==> src/rtl/axis_loopback_pkg.sv <==
// Shared defaults and beat layout for the AXI4-Stream loopback FIFO.
package axis_loopback_pkg;

    localparam int DATA_W_DEF = 32;
    localparam int DEPTH_DEF  = 16;

    typedef struct packed {
        logic                      tlast;
        logic [DATA_W_DEF/8-1:0]   tkeep;
        logic [DATA_W_DEF-1:0]     tdata;
    } axis_beat_t;

endpackage

==> src/rtl/axis_fifo_ram.sv <==
// Simple dual-port beat storage: synchronous write, asynchronous read so the
// head entry is visible the cycle after it is written.
module axis_fifo_ram
    import axis_loopback_pkg::*;
#(
    parameter int DEPTH = DEPTH_DEF,
    parameter int WIDTH = $bits(axis_beat_t),
    localparam int AW   = $clog2(DEPTH)
) (
    input  logic             aclk,
    input  logic             wr_en,
    input  logic [AW-1:0]    wr_addr,
    input  logic [WIDTH-1:0] wr_data,
    input  logic [AW-1:0]    rd_addr,
    output logic [WIDTH-1:0] rd_data
);

    logic [WIDTH-1:0] mem [DEPTH];

    // No reset on the array: contents are meaningless until written.
    always_ff @(posedge aclk) begin
        if (wr_en)
            mem[wr_addr] <= wr_data;
    end

    assign rd_data = mem[rd_addr];

endmodule

==> src/rtl/axis_loopback_fifo.sv <==
// AXI4-Stream store-and-forward FIFO, first-word-fall-through, with occupancy.
// Ready/valid are derived from the registered count only (plus reset gating).
module axis_loopback_fifo
    import axis_loopback_pkg::*;
#(
    parameter int DATA_W = DATA_W_DEF,
    parameter int DEPTH  = DEPTH_DEF
) (
    input  logic                     aclk,
    input  logic                     areset,
    input  logic [DATA_W-1:0]        s_axis_tdata,
    input  logic [DATA_W/8-1:0]      s_axis_tkeep,
    input  logic                     s_axis_tlast,
    input  logic                     s_axis_tvalid,
    output logic                     s_axis_tready,
    output logic [DATA_W-1:0]        m_axis_tdata,
    output logic [DATA_W/8-1:0]      m_axis_tkeep,
    output logic                     m_axis_tlast,
    output logic                     m_axis_tvalid,
    input  logic                     m_axis_tready,
    output logic [$clog2(DEPTH):0]   occupancy
);

    localparam int AW = $clog2(DEPTH);
    localparam int KW = DATA_W / 8;
    localparam logic [AW:0] FULL = (AW+1)'(DEPTH);

    typedef struct packed {
        logic              tlast;
        logic [KW-1:0]     tkeep;
        logic [DATA_W-1:0] tdata;
    } beat_t;

    logic [AW-1:0] wr_ptr, rd_ptr;
    logic [AW:0]   count;
    logic          push, pop;
    beat_t         wr_beat, rd_beat;

    // Full blocks input even when a pop is in flight: no same-cycle pass-through.
    assign s_axis_tready = !areset && (count != FULL);
    assign m_axis_tvalid = !areset && (count != '0);

    assign push = s_axis_tvalid && s_axis_tready;
    assign pop  = m_axis_tvalid && m_axis_tready;

    assign wr_beat = '{tlast: s_axis_tlast, tkeep: s_axis_tkeep, tdata: s_axis_tdata};

    axis_fifo_ram #(
        .DEPTH (DEPTH),
        .WIDTH ($bits(beat_t))
    ) u_ram (
        .aclk    (aclk),
        .wr_en   (push),
        .wr_addr (wr_ptr),
        .wr_data (wr_beat),
        .rd_addr (rd_ptr),
        .rd_data (rd_beat)
    );

    always_ff @(posedge aclk) begin
        if (areset) begin
            wr_ptr <= '0;
            rd_ptr <= '0;
            count  <= '0;
        end else begin
            if (push)
                wr_ptr <= wr_ptr + AW'(1);
            if (pop)
                rd_ptr <= rd_ptr + AW'(1);
            case ({push, pop})
                2'b10:   count <= count + (AW+1)'(1);
                2'b01:   count <= count - (AW+1)'(1);
                default: count <= count;
            endcase
        end
    end

    assign m_axis_tdata = rd_beat.tdata;
    assign m_axis_tkeep = rd_beat.tkeep;
    assign m_axis_tlast = rd_beat.tlast;
    assign occupancy    = count;

`ifndef SYNTHESIS
    // Underflow wraps count past DEPTH, so one bound check covers both directions.
    logic  stall_q;
    beat_t held_q;

    always_ff @(posedge aclk) begin
        stall_q <= !areset && m_axis_tvalid && !m_axis_tready;
        held_q  <= rd_beat;
        if (!areset) begin
            assert (count <= FULL)
                else $error("count out of range: %0d", count);
            if (stall_q)
                assert (rd_beat == held_q)
                    else $error("m_axis outputs changed while stalled");
        end
    end
`endif

endmodule

==> config.mk <==
export PLATFORM = sky130hd
export DESIGN_NAME = axis_loopback_fifo
export DESIGN_NICKNAME = d
export VERILOG_FILES = /design/src/rtl/axis_loopback_pkg.sv /design/src/rtl/axis_fifo_ram.sv /design/src/rtl/axis_loopback_fifo.sv
export SDC_FILE = /design/constraint.sdc
export NUM_CORES = 1
export LEC_CHECK = 0
export CAP_MARGIN = 20
export CORE_ASPECT_RATIO = 0.9
export CORE_UTILIZATION = 55
export CTS_BUF_LIST = sky130_fd_sc_hd__clkbuf_16
export DETAILED_ROUTE_END_ITERATION = 8
export PLACE_DENSITY = 0.76
export SYNTH_ARGS = -nofsm -noshare
export SYNTH_HDL_FRONTEND = slang
export SYNTH_HIERARCHICAL = 1
export SYNTH_SLANG_ARGS = --single-unit
==> constraint.sdc <==
create_clock -name aclk -period 6.1 [get_ports aclk]
set_input_delay 1.83 -clock aclk [delete_from_list [all_inputs] [get_ports aclk]]
set_output_delay 1.83 -clock aclk [all_outputs]
set_load 0.02 [all_outputs]
==> flow_results.xml, run 1 <==
<?xml version="1.0" encoding="UTF-8"?>
<metrics>
  <group name="run_status">
    <metric name="outcome" unit="">completed</metric>
  </group>
  <group name="placed_design">
    <metric name="placedCellCount" unit="">1621</metric>
    <metric name="globalplace.congestion" unit="">0.708</metric>
    <metric name="post_dp_cell_area" unit="µm²">24700</metric>
    <metric name="dp_hpwl" unit="mm">24.6</metric>
    <metric name="number_of_port_buffers" unit="">84</metric>
  </group>
  <group name="cts">
    <metric name="post-cts-setup-buffer-count" unit="">0</metric>
    <metric name="post_cts_resized" unit="">0</metric>
    <metric name="cts_buffer_depth" unit="">3</metric>
    <metric name="cts_num_sinks" unit="">605</metric>
    <metric name="htreeDepth" unit="">2</metric>
    <metric name="postCtsHoldBufs" unit="">0</metric>
    <metric name="clk_latency" unit="ps">620</metric>
    <metric name="cts_tree" unit="">yes</metric>
    <metric name="clk_transition_reported_paths" unit="ps">60</metric>
    <metric name="cts_root_buf" unit="">sky130_fd_sc_hd__clkbuf_16</metric>
    <metric name="cts_made_buffers" unit="">56</metric>
  </group>
  <group name="sta">
    <metric name="maxClockFrequency" unit="GHz">0.190</metric>
    <metric name="maxSlewViolCount" unit="">0</metric>
    <metric name="final.setup.tns" unit="ps">0</metric>
    <metric name="layout_min_cycle_time" unit="ps">5260</metric>
    <metric name="report.final.hold_viol_count" unit="">0</metric>
    <metric name="rsz0062_at_grt" unit="">false</metric>
    <metric name="timing.final.setup_violations" unit="">0</metric>
    <metric name="timing.max_slew.rel_slack" unit="%">31.5</metric>
    <metric name="fin_hold_ws" unit="ps">569</metric>
    <metric name="tightest_slew" unit="ps">1030</metric>
    <metric name="finalCritPeriodShare" unit="%">86.2</metric>
    <metric name="finalClockSkew" unit="ps">28.6</metric>
  </group>
  <group name="setup_path">
    <metric name="critPathCaptureType" unit="">primary output</metric>
    <metric name="r2r_setup_slack" unit="ps">2860</metric>
    <metric name="cp_data_arrival_time" unit="ps">3430</metric>
    <metric name="worstPathMaxFanout" unit="">35</metric>
    <metric name="ff2ff_path_depth" unit="">10</metric>
    <metric name="rr_startpoint" unit="">occupancy[0]</metric>
    <metric name="path_class" unit="">reg -&gt; out</metric>
    <metric name="r2r_end" unit="">occupancy[4]</metric>
    <metric name="cp_data_required_time" unit="ps">4270</metric>
    <metric name="worstSetupStartpointType" unit="">flop</metric>
  </group>
  <group name="floorplan">
    <metric name="core_area" unit="µm²">40900</metric>
    <metric name="effective_utilization_at_floorplan" unit="%">56.1</metric>
    <metric name="rows" unit="">70</metric>
    <metric name="die_w" unit="µm">217</metric>
    <metric name="die_height" unit="µm">196</metric>
    <metric name="design.portCount" unit="">85</metric>
    <metric name="dieArea" unit="µm²">42500</metric>
  </group>
  <group name="detailed_routing">
    <metric name="antenna_violating_nets_post_route" unit="">0</metric>
    <metric name="finalWirelength" unit="mm">47.0</metric>
    <metric name="detail_route.drc_violations" unit="">0</metric>
    <metric name="route.vias.total" unit="">10800</metric>
    <metric name="via_per_inst" unit="">6.26</metric>
    <metric name="firstDrtPassIters" unit="">5</metric>
    <metric name="drt-wirelength-per-cell" unit="µm">27.3</metric>
    <metric name="drt_first_iter_violations" unit="">1172</metric>
  </group>
  <group name="layout">
    <metric name="design.final.nets" unit="">1187</metric>
    <metric name="multiInputGateArea" unit="µm²">4740</metric>
    <metric name="final_layout_size_suffix_gt1_share" unit="%">24.5</metric>
    <metric name="antenna-diode-count" unit="">0</metric>
    <metric name="layout.area.seq" unit="µm²">18000</metric>
    <metric name="area_growth" unit="%">15.6</metric>
    <metric name="final_cell_count_no_fill" unit="">1722</metric>
    <metric name="final.fill_count" unit="">2589</metric>
    <metric name="postLayoutCellArea" unit="µm²">26500</metric>
  </group>
  <group name="logic_synthesis">
    <metric name="yosysWarnings" unit="">6</metric>
    <metric name="ys_ff_latch" unit="">605</metric>
    <metric name="synth_nets" unit="">1061</metric>
    <metric name="syn_area_per_cell" unit="µm²">22.7</metric>
    <metric name="post_synth_instance_area" unit="µm²">22900</metric>
    <metric name="synthCells" unit="">1013</metric>
    <metric name="yosysUniqueCellTypes" unit="">34</metric>
    <metric name="synth_seq_area_share" unit="%">78.6</metric>
  </group>
  <group name="global_route">
    <metric name="grt_pass1_vias" unit="">11100</metric>
    <metric name="grt_usage" unit="%">22.9</metric>
    <metric name="grt_pass1_wl" unit="mm">70.3</metric>
    <metric name="grt_antenna_before_repair" unit="">2</metric>
    <metric name="maximum_number_of_pins_on_one_net_before_global_route_repair" unit="">54</metric>
    <metric name="global_route.overflow_total" unit="">0</metric>
  </group>
  <group name="hold_path">
    <metric name="holdCritPathClass" unit="">reg -&gt; reg</metric>
    <metric name="holdPathStages" unit="">2</metric>
    <metric name="hold_path_startpoint" unit="">occupancy[3]</metric>
    <metric name="hold-path-endpoint" unit="">occupancy[3]</metric>
  </group>
  <group name="power">
    <metric name="power_per_cell_area" unit="nW/µm²">336</metric>
    <metric name="total_power" unit="mW">8.92</metric>
    <metric name="cellLeakagePower" unit="nW">8.18</metric>
    <metric name="vdd_ir_drop_max" unit="V">0.000271</metric>
  </group>
  <group name="flow_run">
    <metric name="cap_viol_max_count" unit="">0</metric>
  </group>
</metrics>
-- layer usage --
layer	vias up	track usage (%)	routed length [µm]
li1	4536	-	-
met1	5724	33.1	19600
met2	437	36.2	22700
met3	84	4.23	3660
met4	4	6.73	1050
met5	-	0	28
-- synthesized netlist by cell type --
cell type,instances,area share (%)
sky130_fd_sc_hd__dfxtp_1,13,1.1
sky130_fd_sc_hd__or4_4,1,0.049
sky130_fd_sc_hd__mux2i_1,3,0.13
sky130_fd_sc_hd__a22oi_1,74,2.4
sky130_fd_sc_hd__nor2b_1,3,0.082
sky130_fd_sc_hd__buf_4,8,0.26
sky130_fd_sc_hd__xnor2_1,3,0.11
sky130_fd_sc_hd__edfxtp_1,592,77
sky130_fd_sc_hd__fa_1,1,0.087
sky130_fd_sc_hd__nand3b_1,2,0.065
sky130_fd_sc_hd__or4_1,1,0.033
sky130_fd_sc_hd__a21o_2,1,0.038
sky130_fd_sc_hd__nor4_1,1,0.027
sky130_fd_sc_hd__mux2_2,1,0.049
sky130_fd_sc_hd__nor2_1,35,0.57
sky130_fd_sc_hd__nand3_1,3,0.065
sky130_fd_sc_hd__inv_1,6,0.098
sky130_fd_sc_hd__nand2_1,39,0.64
sky130_fd_sc_hd__or3b_2,1,0.038
sky130_fd_sc_hd__a21oi_1,6,0.13
sky130_fd_sc_hd__ha_1,6,0.33
sky130_fd_sc_hd__xor2_1,5,0.19
sky130_fd_sc_hd__buf_6,7,0.34
sky130_fd_sc_hd__clkbuf_1,24,0.39
sky130_fd_sc_hd__buf_2,4,0.087
sky130_fd_sc_hd__nand2b_1,4,0.11
sky130_fd_sc_hd__nor3_1,4,0.087
sky130_fd_sc_hd__o211ai_1,3,0.098
sky130_fd_sc_hd__a211oi_1,2,0.065
sky130_fd_sc_hd__o21ai_4,1,0.071
sky130_fd_sc_hd__and2_1,1,0.027
sky130_fd_sc_hd__mux4_2,148,15
sky130_fd_sc_hd__buf_1,9,0.15
sky130_fd_sc_hd__and3_1,1,0.027
-- worst max-delay path, cell delays in order, from the launching register on --
cell	delay, ps
sky130_fd_sc_hd__dfxtp_4	870
sky130_fd_sc_hd__buf_12	360
sky130_fd_sc_hd__mux4_2	560
sky130_fd_sc_hd__a22oi_1	230
sky130_fd_sc_hd__nand2_1	190
sky130_fd_sc_hd__clkdlybuf4s50_1	590
-- kinds of logic (layout without fill, tap and decap cells) --
kind of cell	count (synthesis)	after routing	synth area share, %
AND/OR/NAND/NOR	96	96	1.82
adder cells (fa/ha/maj)	7	7	0.414
multiplexers	152	152	14.7
XOR/XNOR	8	8	0.305
AO/OA/AOI/OAI	87	87	2.82
buffers and inverters	58	227	1.33
flip-flops	605	605	78.6
-- state kept, by name, indices dropped and copies added, names as in the netlist --
name and cells:
occupancy 5, rd_ptr 4, u_ram/mem 592, wr_ptr 4
-- worst max-delay path by stage --
stage | to | start | slack [ps]
floorplan | u_ram/mem[0][0] | s_axis_tvalid | 260
global placement | s_axis_tready | areset | 1090
detailed placement | s_axis_tready | areset | 1090
CTS | m_axis_tdata[21] | rd_ptr[0] | 740
global route | m_axis_tdata[21] | rd_ptr[0] | 640
finish | m_axis_tdata[5] | rd_ptr[0] | 840
-- where the power goes --
part           total, mW  switching, mW  internal [mW]
clock network       3.42           1.47           1.95
registers           4.66         0.0551           4.60
logic              0.846          0.400          0.446
total               8.92           1.93           7.00
-- area by class of cell --
type,count,share of cell area (%)
multi-input cells,350,17.9
well taps,540,2.55
repair buffers,120,4.66
inverters,6,0.0849
clock inverters,44,1.48
flip-flops and latches,605,68.0
clock buffers,57,5.37
-- metrics by stage --
stage,worst slack (ps),utilization (%)
floorplan,262,-
global placement,1090,60.4
detailed placement,1090,60.4
CTS,745,64.9
global route,643,64.9
finish,845,64.9
-- cells in the final DEF, fill, tap and decap left out, types with 4 or more instances in the layout --
cell                              instances
sky130_fd_sc_hd__clkdlybuf4s50_1         84
sky130_fd_sc_hd__ha_1                     6
sky130_fd_sc_hd__a22oi_1                 74
sky130_fd_sc_hd__clkinv_2                 8
sky130_fd_sc_hd__inv_1                   17
sky130_fd_sc_hd__mux4_2                 148
sky130_fd_sc_hd__buf_4                   26
sky130_fd_sc_hd__nor2_4                  13
sky130_fd_sc_hd__edfxtp_1               592
sky130_fd_sc_hd__nor2_1                  22
sky130_fd_sc_hd__nor3_2                   4
sky130_fd_sc_hd__nand2_1                 39
sky130_fd_sc_hd__clkbuf_16               57
sky130_fd_sc_hd__clkinv_1                12
sky130_fd_sc_hd__buf_12                  10
sky130_fd_sc_hd__xor2_1                   5
sky130_fd_sc_hd__nand2b_1                 4
sky130_fd_sc_hd__bufinv_16                6
sky130_fd_sc_hd__a21oi_1                  6
sky130_fd_sc_hd__dfxtp_1                 11
No activity file was read; power rests on OpenSTA's default activity.
==> run 2, diff against run 1 <==
--- a/config.mk
+++ b/config.mk
@@ -7,10 +7,10 @@
 export LEC_CHECK = 0
 export CAP_MARGIN = 20
 export CORE_ASPECT_RATIO = 0.9
-export CORE_UTILIZATION = 55
+export CORE_UTILIZATION = 60
 export CTS_BUF_LIST = sky130_fd_sc_hd__clkbuf_16
 export DETAILED_ROUTE_END_ITERATION = 8
-export PLACE_DENSITY = 0.76
+export PLACE_DENSITY = 0.79
 export SYNTH_ARGS = -nofsm -noshare
 export SYNTH_HDL_FRONTEND = slang
 export SYNTH_HIERARCHICAL = 1
==> constraint.sdc (replaced) <==
create_clock -name aclk -period 6.2 [get_ports aclk]
set_input_delay 1.86 -clock aclk [delete_from_list [all_inputs] [get_ports aclk]]
set_output_delay 1.86 -clock aclk [all_outputs]
set_load 0.02 [all_outputs]
==> run 2 against run 1 <==
  * Clock power about the same
  * Die area decreased by 8.3%
  * Sequential share of layout area increased by 0.27 points
  * Non-clock buffer count decreased by 3
  * Critical path depth unchanged
  * Largest power group unchanged
  * Worst hold slack improved by 18 ps
==> flow_results.xml, run 2 (synthesis results as in run 1) <==
<?xml version="1.0" encoding="UTF-8"?>
<metrics>
  <group name="run_status">
    <metric name="outcome" unit="">completed</metric>
  </group>
  <group name="sta">
    <metric name="tightest_slew" unit="ps">936</metric>
    <metric name="finalCritPeriodShare" unit="%">84.0</metric>
    <metric name="report.final.hold_viol_count" unit="">0</metric>
    <metric name="maxSlewViolCount" unit="">0</metric>
    <metric name="timing.final.setup_violations" unit="">0</metric>
    <metric name="maxClockFrequency" unit="GHz">0.192</metric>
    <metric name="final.setup.tns" unit="ps">0</metric>
    <metric name="rsz0062_at_grt" unit="">false</metric>
    <metric name="timing.max_slew.rel_slack" unit="%">37.2</metric>
    <metric name="layout_min_cycle_time" unit="ps">5210</metric>
    <metric name="finalClockSkew" unit="ps">12.4</metric>
  </group>
  <group name="power">
    <metric name="cellLeakagePower" unit="nW">8.19</metric>
    <metric name="total_power" unit="mW">8.81</metric>
    <metric name="vdd_ir_drop_max" unit="V">0.000257</metric>
    <metric name="power_per_cell_area" unit="nW/µm²">333</metric>
  </group>
  <group name="layout">
    <metric name="final_cell_mix" unit="">592 x sky130_fd_sc_hd__edfxtp_1, 148 x sky130_fd_sc_hd__mux4_2, 84 x sky130_fd_sc_hd__clkdlybuf4s50_1</metric>
    <metric name="final_layout_size_suffix_gt1_share" unit="%">23.8</metric>
    <metric name="most_common_cell_after_layout_fill_and_taps_aside" unit="">sky130_fd_sc_hd__edfxtp_1</metric>
    <metric name="design.final.nets" unit="">1184</metric>
    <metric name="area_growth" unit="%">15.2</metric>
    <metric name="biggest_register" unit="">u_ram/mem</metric>
    <metric name="final_cell_count_no_fill" unit="">1666</metric>
    <metric name="number_of_flip_flops_in_the_largest_register" unit="">592</metric>
    <metric name="final_core_utilization" unit="%">70.5</metric>
  </group>
  <group name="global_route">
    <metric name="global_route.overflow_total" unit="">0</metric>
    <metric name="maximum_number_of_pins_on_one_net_before_global_route_repair" unit="">69</metric>
    <metric name="grt_usage" unit="%">26.2</metric>
    <metric name="grt_pass1_vias" unit="">11600</metric>
    <metric name="grt_antenna_before_repair" unit="">2</metric>
    <metric name="grt_pass1_wl" unit="mm">73.6</metric>
  </group>
  <group name="detailed_routing">
    <metric name="firstDrtPassIters" unit="">6</metric>
    <metric name="via_per_inst" unit="">6.56</metric>
    <metric name="route.vias.total" unit="">10900</metric>
    <metric name="drt-wirelength-per-cell" unit="µm">29.3</metric>
    <metric name="antenna_violating_nets_post_route" unit="">0</metric>
    <metric name="drt_first_iter_violations" unit="">1114</metric>
    <metric name="finalWirelength" unit="mm">48.8</metric>
    <metric name="detail_route.drc_violations" unit="">0</metric>
  </group>
  <group name="floorplan">
    <metric name="die_height" unit="µm">188</metric>
    <metric name="rows" unit="">67</metric>
    <metric name="dieArea" unit="µm²">39000</metric>
    <metric name="design.portCount" unit="">85</metric>
    <metric name="core_area" unit="µm²">37500</metric>
    <metric name="die_w" unit="µm">208</metric>
    <metric name="effective_utilization_at_floorplan" unit="%">61.2</metric>
  </group>
  <group name="cts">
    <metric name="htreeDepth" unit="">2</metric>
    <metric name="cts_buffer_depth" unit="">3</metric>
    <metric name="post_cts_resized" unit="">0</metric>
    <metric name="postCtsHoldBufs" unit="">0</metric>
    <metric name="cts_num_sinks" unit="">605</metric>
    <metric name="post-cts-setup-buffer-count" unit="">0</metric>
    <metric name="cts_root_buf" unit="">sky130_fd_sc_hd__clkbuf_16</metric>
    <metric name="cts_tree" unit="">yes</metric>
    <metric name="clk_latency" unit="ps">610</metric>
    <metric name="clk_transition_reported_paths" unit="ps">60</metric>
    <metric name="cts_made_buffers" unit="">56</metric>
  </group>
  <group name="setup_path">
    <metric name="critPathCaptureType" unit="">primary output</metric>
    <metric name="r2r_setup_slack" unit="ps">3070</metric>
    <metric name="worstPathMaxFanout" unit="">68</metric>
    <metric name="cp_data_required_time" unit="ps">4340</metric>
    <metric name="path_class" unit="">reg -&gt; out</metric>
    <metric name="worstSetupStartpointType" unit="">flop</metric>
    <metric name="cp_data_arrival_time" unit="ps">3350</metric>
  </group>
  <group name="placed_design">
    <metric name="placedCellCount" unit="">1561</metric>
    <metric name="number_of_port_buffers" unit="">84</metric>
    <metric name="globalplace.congestion" unit="">0.734</metric>
    <metric name="dp_hpwl" unit="mm">24.9</metric>
  </group>
  <group name="hold_path">
    <metric name="holdCritPathClass" unit="">reg -&gt; reg</metric>
  </group>
  <group name="flow_run">
    <metric name="cap_viol_max_count" unit="">0</metric>
  </group>
</metrics>
[run 2: cell types whose count changed in the layout (fill, tap and decap cells not counted), sizes merged]
cell      before  now
buf           36   33
bufinv         6    7
clkbuf        57   58
clkinv        23   24
clkinvlp       3    0
diode          0    1
inv           18   21
[run 2: area by class of cell]
type / count / area [µm²]
antenna: 1 / 2.50
clock buffer: 58 / 1450
clock inverter: 46 / 378
fill: 2141 / 11000
inverter: 6 / 22.5
multi-input combinational: 350 / 4740
sequential: 605 / 18000
tap: 483 / 604
timing repair buffer: 117 / 1190
[run 2: worst paths after layout]
| kind | from | to | cells after the start |
|---|---|---|---|
| max | rd_ptr[1] | m_axis_tdata[0] | 5 |
| min reg2reg | occupancy[3] | occupancy[3] | 2 |
| min | occupancy[3] | occupancy[3] | 2 |
| max reg2reg | occupancy[0] | occupancy[4] | 10 |
[run 2: power breakdown]
part / switching [mW] / internal (mW) / leakage (nW)
registers: 0.0439 / 4.53 / 5.44
clock network: 1.43 / 1.97 / 0.953
logic: 0.406 / 0.429 / 1.80
total: 1.88 / 6.93 / 8.19
[run 2: stage by stage]
stage          instance area [µm²]  setup WS (ps)  hold WS (ps)
6_report                     26400            992           587
5_1_grt                      26400            776           609
4_1_cts                      26400            902           582
3_5_place_dp                 24600           1050           572
3_3_place_gp                 24600           1080           542
2_1_floorplan                22900            332           518
[run 2: metal layers]
layer | track usage, % | routed length [µm]
met1 | 35.8 | 19100
met2 | 42.7 | 24500
met3 | 6.00 | 3860
met4 | 8.63 | 1310
met5 | 0 | 13
[run 2: critical path, cell delays in order (launching register included)]
cell and delay [ps]:
sky130_fd_sc_hd__dfxtp_4 840, sky130_fd_sc_hd__buf_12 460, sky130_fd_sc_hd__mux4_2 380, sky130_fd_sc_hd__a22oi_1 250, sky130_fd_sc_hd__nand2_1 180, sky130_fd_sc_hd__clkdlybuf4s50_1 580
